===== config.mk =====
export PLATFORM = sky130hd
export DESIGN_NAME = display_7s_multi
export DESIGN_NICKNAME = d
export VERILOG_FILES = /design/src/rtl/display_pkg.sv /design/src/rtl/seg7_glyph.sv /design/src/rtl/display_7s_multi.sv
export SDC_FILE = /design/constraint.sdc
export NUM_CORES = 1
export LEC_CHECK = 0
export BUFFER_PORTS_ARGS = -buffer_cell sky130_fd_sc_hd__buf_2
export CAP_MARGIN = 20
export CORE_UTILIZATION = 59
export DETAILED_ROUTE_END_ITERATION = 10
export GPL_ROUTABILITY_DRIVEN = 0
export PLACE_DENSITY = 0.9
export SLEW_MARGIN = 0
export SYNTH_ARGS = -nofsm -noshare
export SYNTH_HDL_FRONTEND = slang
export SYNTH_HIERARCHICAL = 1
export SYNTH_SLANG_ARGS = --single-unit

===== constraint.sdc =====
create_clock -name clk -period 2.6 [get_ports clk]
set_clock_uncertainty 0.1 [all_clocks]
set_input_delay 0.26 -clock clk [delete_from_list [all_inputs] [get_ports clk]]
set_output_delay 0.26 -clock clk [all_outputs]
set_load 0.03 [all_outputs]

===== src/rtl/display_pkg.sv =====
// Shared types and glyph constants for the multi-digit seven-segment driver.
// Glyphs are stored active-high (bit0=a ... bit6=g); the output stage applies polarity.
package display_pkg;

  typedef enum logic [1:0] {
    ST_IDLE,
    ST_SHIFT,
    ST_ENCODE
  } state_e;

  localparam int unsigned NIBBLE_W = 4;

  localparam logic [6:0] GLYPH_0     = 7'h3F;
  localparam logic [6:0] GLYPH_1     = 7'h06;
  localparam logic [6:0] GLYPH_2     = 7'h5B;
  localparam logic [6:0] GLYPH_3     = 7'h4F;
  localparam logic [6:0] GLYPH_4     = 7'h66;
  localparam logic [6:0] GLYPH_5     = 7'h6D;
  localparam logic [6:0] GLYPH_6     = 7'h7D;
  localparam logic [6:0] GLYPH_7     = 7'h07;
  localparam logic [6:0] GLYPH_8     = 7'h7F;
  localparam logic [6:0] GLYPH_9     = 7'h6F;
  localparam logic [6:0] GLYPH_A     = 7'h77;
  localparam logic [6:0] GLYPH_B     = 7'h7C;
  localparam logic [6:0] GLYPH_C     = 7'h39;
  localparam logic [6:0] GLYPH_D     = 7'h5E;
  localparam logic [6:0] GLYPH_E     = 7'h79;
  localparam logic [6:0] GLYPH_F     = 7'h71;
  localparam logic [6:0] GLYPH_DASH  = 7'h40;
  localparam logic [6:0] GLYPH_BLANK = 7'h00;

  // One nibble per digit plus a single carry-catch bit on top.
  function automatic int unsigned bcd_width(input int unsigned n_digits);
    return NIBBLE_W * n_digits + 1;
  endfunction

endpackage


===== src/rtl/seg7_glyph.sv =====
// Combinational 4-bit value to active-high seven-segment glyph.
module seg7_glyph
  import display_pkg::*;
(
  input  logic [3:0] nibble_i,
  output logic [6:0] glyph_o
);

  always_comb begin
    glyph_o = GLYPH_BLANK;
    unique case (nibble_i)
      4'h0: glyph_o = GLYPH_0;
      4'h1: glyph_o = GLYPH_1;
      4'h2: glyph_o = GLYPH_2;
      4'h3: glyph_o = GLYPH_3;
      4'h4: glyph_o = GLYPH_4;
      4'h5: glyph_o = GLYPH_5;
      4'h6: glyph_o = GLYPH_6;
      4'h7: glyph_o = GLYPH_7;
      4'h8: glyph_o = GLYPH_8;
      4'h9: glyph_o = GLYPH_9;
      4'hA: glyph_o = GLYPH_A;
      4'hB: glyph_o = GLYPH_B;
      4'hC: glyph_o = GLYPH_C;
      4'hD: glyph_o = GLYPH_D;
      4'hE: glyph_o = GLYPH_E;
      4'hF: glyph_o = GLYPH_F;
      default: glyph_o = GLYPH_BLANK;
    endcase
  end

endmodule


===== src/rtl/display_7s_multi.sv =====
// Multi-digit seven-segment driver: sequential double-dabble (decimal) or direct
// nibbles (hex), with leading-zero blanking, overflow dashes and atomic update.
module display_7s_multi
  import display_pkg::*;
#(
  parameter int unsigned N_DIGITS   = 4,
  parameter int unsigned IN_WIDTH   = 14,
  parameter bit          ACTIVE_LOW = 1'b1
) (
  input  logic                  clk,
  input  logic                  rst,
  input  logic [IN_WIDTH-1:0]   valor,
  input  logic                  modo,
  input  logic                  blank_zeros,
  input  logic                  inicio,
  output logic                  ocupado,
  output logic                  pronto,
  output logic                  overflow,
  output logic [7*N_DIGITS-1:0] saida
);

  localparam int unsigned BCD_W = bcd_width(N_DIGITS);
  localparam int unsigned HEX_W = NIBBLE_W * N_DIGITS;
  localparam int unsigned PAD_W = (IN_WIDTH > HEX_W) ? IN_WIDTH : HEX_W;
  localparam int unsigned CNT_W = $clog2(IN_WIDTH + 1);
  localparam logic [6:0]  POL   = ACTIVE_LOW ? 7'h7F : 7'h00;

  state_e               state_q;
  logic [IN_WIDTH-1:0]  val_q;
  logic                 modo_q;
  logic                 blank_q;
  logic [BCD_W-1:0]     bcd_q;
  logic [CNT_W-1:0]     cnt_q;
  logic                 ocupado_q;
  logic                 pronto_q;
  logic                 ovf_q;
  logic [7*N_DIGITS-1:0] saida_q;

  logic [HEX_W-1:0]     bcd_adj;
  logic [BCD_W-1:0]     bcd_step;
  logic [PAD_W-1:0]     val_pad;
  logic                 hex_ovf;
  logic                 ovf_d;
  logic [3:0]           nib   [N_DIGITS];
  logic [6:0]           glyph [N_DIGITS];
  logic [N_DIGITS-1:0]  lead_zero;
  logic [7*N_DIGITS-1:0] saida_d;

  // Double-dabble step; the top bit is sticky so values far above the
  // representable range still flag overflow after their carry shifts past it.
  always_comb begin
    bcd_adj = '0;
    for (int unsigned i = 0; i < N_DIGITS; i++) begin
      bcd_adj[NIBBLE_W*i +: NIBBLE_W] = (bcd_q[NIBBLE_W*i +: NIBBLE_W] >= 4'd5)
        ? bcd_q[NIBBLE_W*i +: NIBBLE_W] + 4'd3
        : bcd_q[NIBBLE_W*i +: NIBBLE_W];
    end
    bcd_step = {bcd_q[BCD_W-1] | bcd_adj[HEX_W-1], bcd_adj[HEX_W-2:0], val_q[IN_WIDTH-1]};
  end

  always_comb begin
    val_pad = '0;
    val_pad[IN_WIDTH-1:0] = val_q;
    hex_ovf = 1'b0;
    for (int unsigned k = HEX_W; k < PAD_W; k++) begin
      hex_ovf = hex_ovf | val_pad[k];
    end
    ovf_d = modo_q ? hex_ovf : bcd_q[BCD_W-1];
  end

  always_comb begin
    for (int unsigned i = 0; i < N_DIGITS; i++) begin
      nib[i] = modo_q ? val_pad[NIBBLE_W*i +: NIBBLE_W] : bcd_q[NIBBLE_W*i +: NIBBLE_W];
    end
  end

  for (genvar g = 0; g < N_DIGITS; g++) begin : g_glyph
    seg7_glyph u_glyph (
      .nibble_i (nib[g]),
      .glyph_o  (glyph[g])
    );
  end

  // Scan from the most significant digit down; digit 0 always stays visible.
  always_comb begin
    logic        seen;
    int unsigned idx;
    seen      = 1'b0;
    idx       = 0;
    lead_zero = '0;
    for (int unsigned k = 0; k < N_DIGITS; k++) begin
      idx            = N_DIGITS - 1 - k;
      seen           = seen | (nib[idx] != 4'd0);
      lead_zero[idx] = !seen && (idx != 0);
    end
  end

  always_comb begin
    saida_d = '0;
    for (int unsigned i = 0; i < N_DIGITS; i++) begin
      if (ovf_d) begin
        saida_d[7*i +: 7] = GLYPH_DASH ^ POL;
      end else if (blank_q && lead_zero[i]) begin
        saida_d[7*i +: 7] = GLYPH_BLANK ^ POL;
      end else begin
        saida_d[7*i +: 7] = glyph[i] ^ POL;
      end
    end
  end

  always_ff @(posedge clk or posedge rst) begin
    if (rst) begin
      state_q   <= ST_IDLE;
      val_q     <= '0;
      modo_q    <= 1'b0;
      blank_q   <= 1'b0;
      bcd_q     <= '0;
      cnt_q     <= '0;
      ocupado_q <= 1'b0;
      pronto_q  <= 1'b0;
      ovf_q     <= 1'b0;
      saida_q   <= {N_DIGITS{GLYPH_BLANK ^ POL}};
    end else begin
      pronto_q <= 1'b0;
      unique case (state_q)
        ST_IDLE: begin
          if (inicio) begin
            val_q     <= valor;
            modo_q    <= modo;
            blank_q   <= blank_zeros;
            bcd_q     <= '0;
            cnt_q     <= '0;
            ocupado_q <= 1'b1;
            state_q   <= modo ? ST_ENCODE : ST_SHIFT;
          end
        end
        ST_SHIFT: begin
          bcd_q <= bcd_step;
          val_q <= val_q << 1;
          cnt_q <= cnt_q + CNT_W'(1);
          if (cnt_q == CNT_W'(IN_WIDTH - 1)) begin
            state_q <= ST_ENCODE;
          end
        end
        ST_ENCODE: begin
          saida_q   <= saida_d;
          ovf_q     <= ovf_d;
          pronto_q  <= 1'b1;
          ocupado_q <= 1'b0;
          state_q   <= ST_IDLE;
        end
        default: state_q <= ST_IDLE;
      endcase
    end
  end

  assign ocupado  = ocupado_q;
  assign pronto   = pronto_q;
  assign overflow = ovf_q;
  assign saida    = saida_q;

endmodule


==> results.yml <==
worst_setup_path:
  worstPathArrival_ps: 2440
  rr_startpoint: "modo_q"
  crit_path_end_kind: "flop"
  reg2reg_to: "saida[10]"
  critPathKind: "reg -> reg"
  worst-path-max-fanout: 23
  cp-start-kind: "flop"
  crit_required_ps: 2780
  rrSetupSlack_ps: 340
  worst-r2r-cell-count: 6
logic_synthesis:
  yosysSeqAreaShare_pct: 39.9
  syn_area_per_cell_um2: 9.54
  yosys_warnings: 6
  netlist_area_um2: 4480
  synth-seq-cells: 70
  syn_inst: 470
  async_reset_ff_share_pct: 100
  synthFlopType: "dfrtp_1"
  synth_enable_flop_cells: 0
  synth_cell_types: 55
  syn_nets: 527
cells_and_area:
  drive_gt1_share_pct: 27.4
  area_growth_pct: 13.1
  stdcell_area_um2: 5070
  diodes: 0
  regArea_um2: 1790
  multi_input_area_um2: 2420
  n_fill_cell: 578
  finalNetCount: 582
power:
  p_leak_nw: 2.25
  total_power_mw: 7.28
  ir_worst_vdd_mv: 0.821
  p_per_area_nw_per_um2: 1440
worst_hold_path:
  hold-path-endpoint: "val_q[5]"
  holdPathStages: 3
  min_from: "valor[5]"
  worstHoldPathType: "in -> reg"
route:
  avgRoutedWirePerCell_um: 16.1
  drtIter0Drc: 165
  vias: 3727
  drt_first_pass_iters: 5
  via_per_inst: 5.93
  drtAntennaViolNets: 0
  routed_wl_um: 10100
  drc: 0
grt:
  grt_use_met2_pct: 44.7
  grt_busiest_layer: "met2"
  antenna_found_initial: 0
  grt_use_met3_pct: 5.82
  met1_usage_pct: 35.3
  grt_pass1_vias: 3532
  grt_max_degree: 30
  grt_pass1_wl_um: 16500
  overflow: 0
  grt_use_total_pct: 27.4
sta:
  hold_viol_final: 0
  fin_crit_sh_pct: 87.0
  drv_slew: 0
  fin_crit_ps: 2260
  slew_headroom_pct: 56.2
  tightest_slew_ps: 657
  tns_ps: 0
  rsz0062_at_grt: "false"
  hold_slack_ps: 13.1
  fmaxAchievable_mhz: 442
  timing.final.ws_setup_ps: 338
  finalSetupViolations: 0
floorplan:
  num_io_pins: 50
  row_count: 31
  core_um2: 7290
  start_util_pct: 61.5
  dieWidth_um: 89.2
  die_y_um: 89.2
  die-area_um2: 7950
run:
  maxCapViolCount: 0
placement:
  dpl.hpwl_um: 7430
  dp_slack_ps: 366
  portBuffers: 49
  dpl_cell_area_um2: 4840
outcome:
  outcome: "completed"
cts:
  cts_buffers: 9
  postCtsSetupRepairBufs: 0
  clockBufferDepth: 2
  clk_latency_ps: 360
  cts_tree: "built"
  cts.sinks: 70
  cts-root-buf: "clkbuf_8"
  htree_num_levels: 3
  clk_pin_slew_ps: 80
## cell families (layout without fill, tap and decap cells)
family                   after synthesis  in the layout  synth area share, %
adder cells (fa/ha/maj)               38             38                 10.6
flip-flops                            70             70                 39.9
buffers and inverters                 62            122                 6.28
XOR/XNOR                               7              7                 1.37
AO/OA/AOI/OAI                        118            118                 17.3
multiplexers                          34             34                 9.74
AND/OR/NAND/NOR                      141            141                 14.8
## timing repair
| item | 4_1_cts | 5_1_grt |
|---|---|---|
| hold buffers | 4 | 0 |
| endpoints found under the hold margin | 19 | 0 |
| gates resized for setup | 0 | 0 |
## layer usage
metal	routed length, um	part of all wire [%]	vias up
met2	5000	49	116
met1	4420	44	1829
li1	-	-	1758
met4	233	2.3	0
met5	0	0	-
met3	487	4.8	24
## registers in the layout (all words and copies together) (netlist names)
name,cells
ocupado,1
state_q,2
pronto,1
saida,28
val_q,14
bcd_q,17
blank_q,1
cnt_q,4
modo_q,1
overflow,1
## power breakdown
part / leakage, nW / switching, mW / internal, mW
Clock: 0.0923 / 0.429 / 0.441
Combinational: 1.33 / 2.52 / 1.70
Sequential: 0.834 / 0.452 / 1.74
## per-stage QoR
step                cells  utilization [%]
floorplan             470                -
global placement      609             66.3
detailed placement    609             66.3
CTS                   629             69.5
global route          629             69.5
finish                629             69.5
## worst max-delay path, cell delays in order, from the launching register on
cell	delay (ps)
dfrtp_1	440
buf_4	230
o21ai_0	260
inv_1	150
ha_1	350
mux4_1	510
a21oi_1	150
## Yosys cell counts, types with 2 or more instances
cell type / instances / area share, %
nor2b_1: 9 / 1.3
inv_1: 35 / 2.9
dfrtp_1: 42 / 23
or4_1: 3 / 0.50
a31o_2: 2 / 0.39
nand3b_1: 2 / 0.33
mux2_2: 20 / 5.0
xnor2_1: 4 / 0.78
ha_1: 38 / 11
nor3_1: 6 / 0.67
a21oi_1: 33 / 3.7
mux2_4: 2 / 0.67
nand2b_1: 10 / 1.4
o32a_1: 2 / 0.45
nor2_1: 34 / 2.8
nand3_1: 16 / 1.8
o21ai_0: 31 / 3.5
o31ai_1: 9 / 1.5
nand2_1: 51 / 4.3
a32oi_1: 2 / 0.39
xor2_1: 3 / 0.59
mux4_1: 3 / 1.8
clkbuf_1: 13 / 1.1
a22oi_1: 17 / 2.8
or2b_1: 2 / 0.33
buf_2: 4 / 0.45
nor3b_1: 2 / 0.33
a32o_1: 4 / 0.89
dfstp_2: 28 / 16
a31oi_1: 6 / 0.84
buf_6: 5 / 1.3
buf_1: 2 / 0.17
mux2i_1: 8 / 1.8
## final cells by class
class | count | share of cell area [%]
tap | 99 | 2.44
timing repair buffer | 69 | 8.00
clock inverter | 6 | 1.26
sequential | 70 | 35.3
multi-input combinational | 338 | 47.7
clock buffer | 10 | 2.52
inverter | 37 | 2.79
## cell usage in the layout (no fill, tap or decap), types with 6 or more instances in the layout
| master | n |
|---|---|
| a31oi_1 | 6 |
| inv_1 | 34 |
| nand3_1 | 16 |
| nor2_1 | 34 |
| clkbuf_8 | 9 |
| ha_1 | 38 |
| buf_4 | 16 |
| dfrtp_1 | 42 |
| a22oi_1 | 17 |
| nand2b_1 | 10 |
| a21oi_1 | 33 |
| mux2i_1 | 8 |
| o21ai_0 | 31 |
| nor3_1 | 6 |
| nand2_1 | 51 |
| buf_2 | 49 |
| nor2b_1 | 9 |
| dfstp_2 | 28 |
| mux2_2 | 20 |
| o31ai_1 | 9 |
## worst max-delay path by stage
stage | startpoint | end | slack, ps | depth (start not counted)
after floorplan | modo_q | saida[3] | 310 | 7
final | modo_q | saida[10] | 340 | 6
after global placement | modo_q | saida[20] | 490 | 8
after detailed placement | bcd_q[12] | saida[24] | 370 | 6
after global routing | modo_q | saida[10] | 130 | 6
after CTS | bcd_q[12] | saida[24] | 350 | 6
Note: power is estimated with default switching activity, not from simulation.
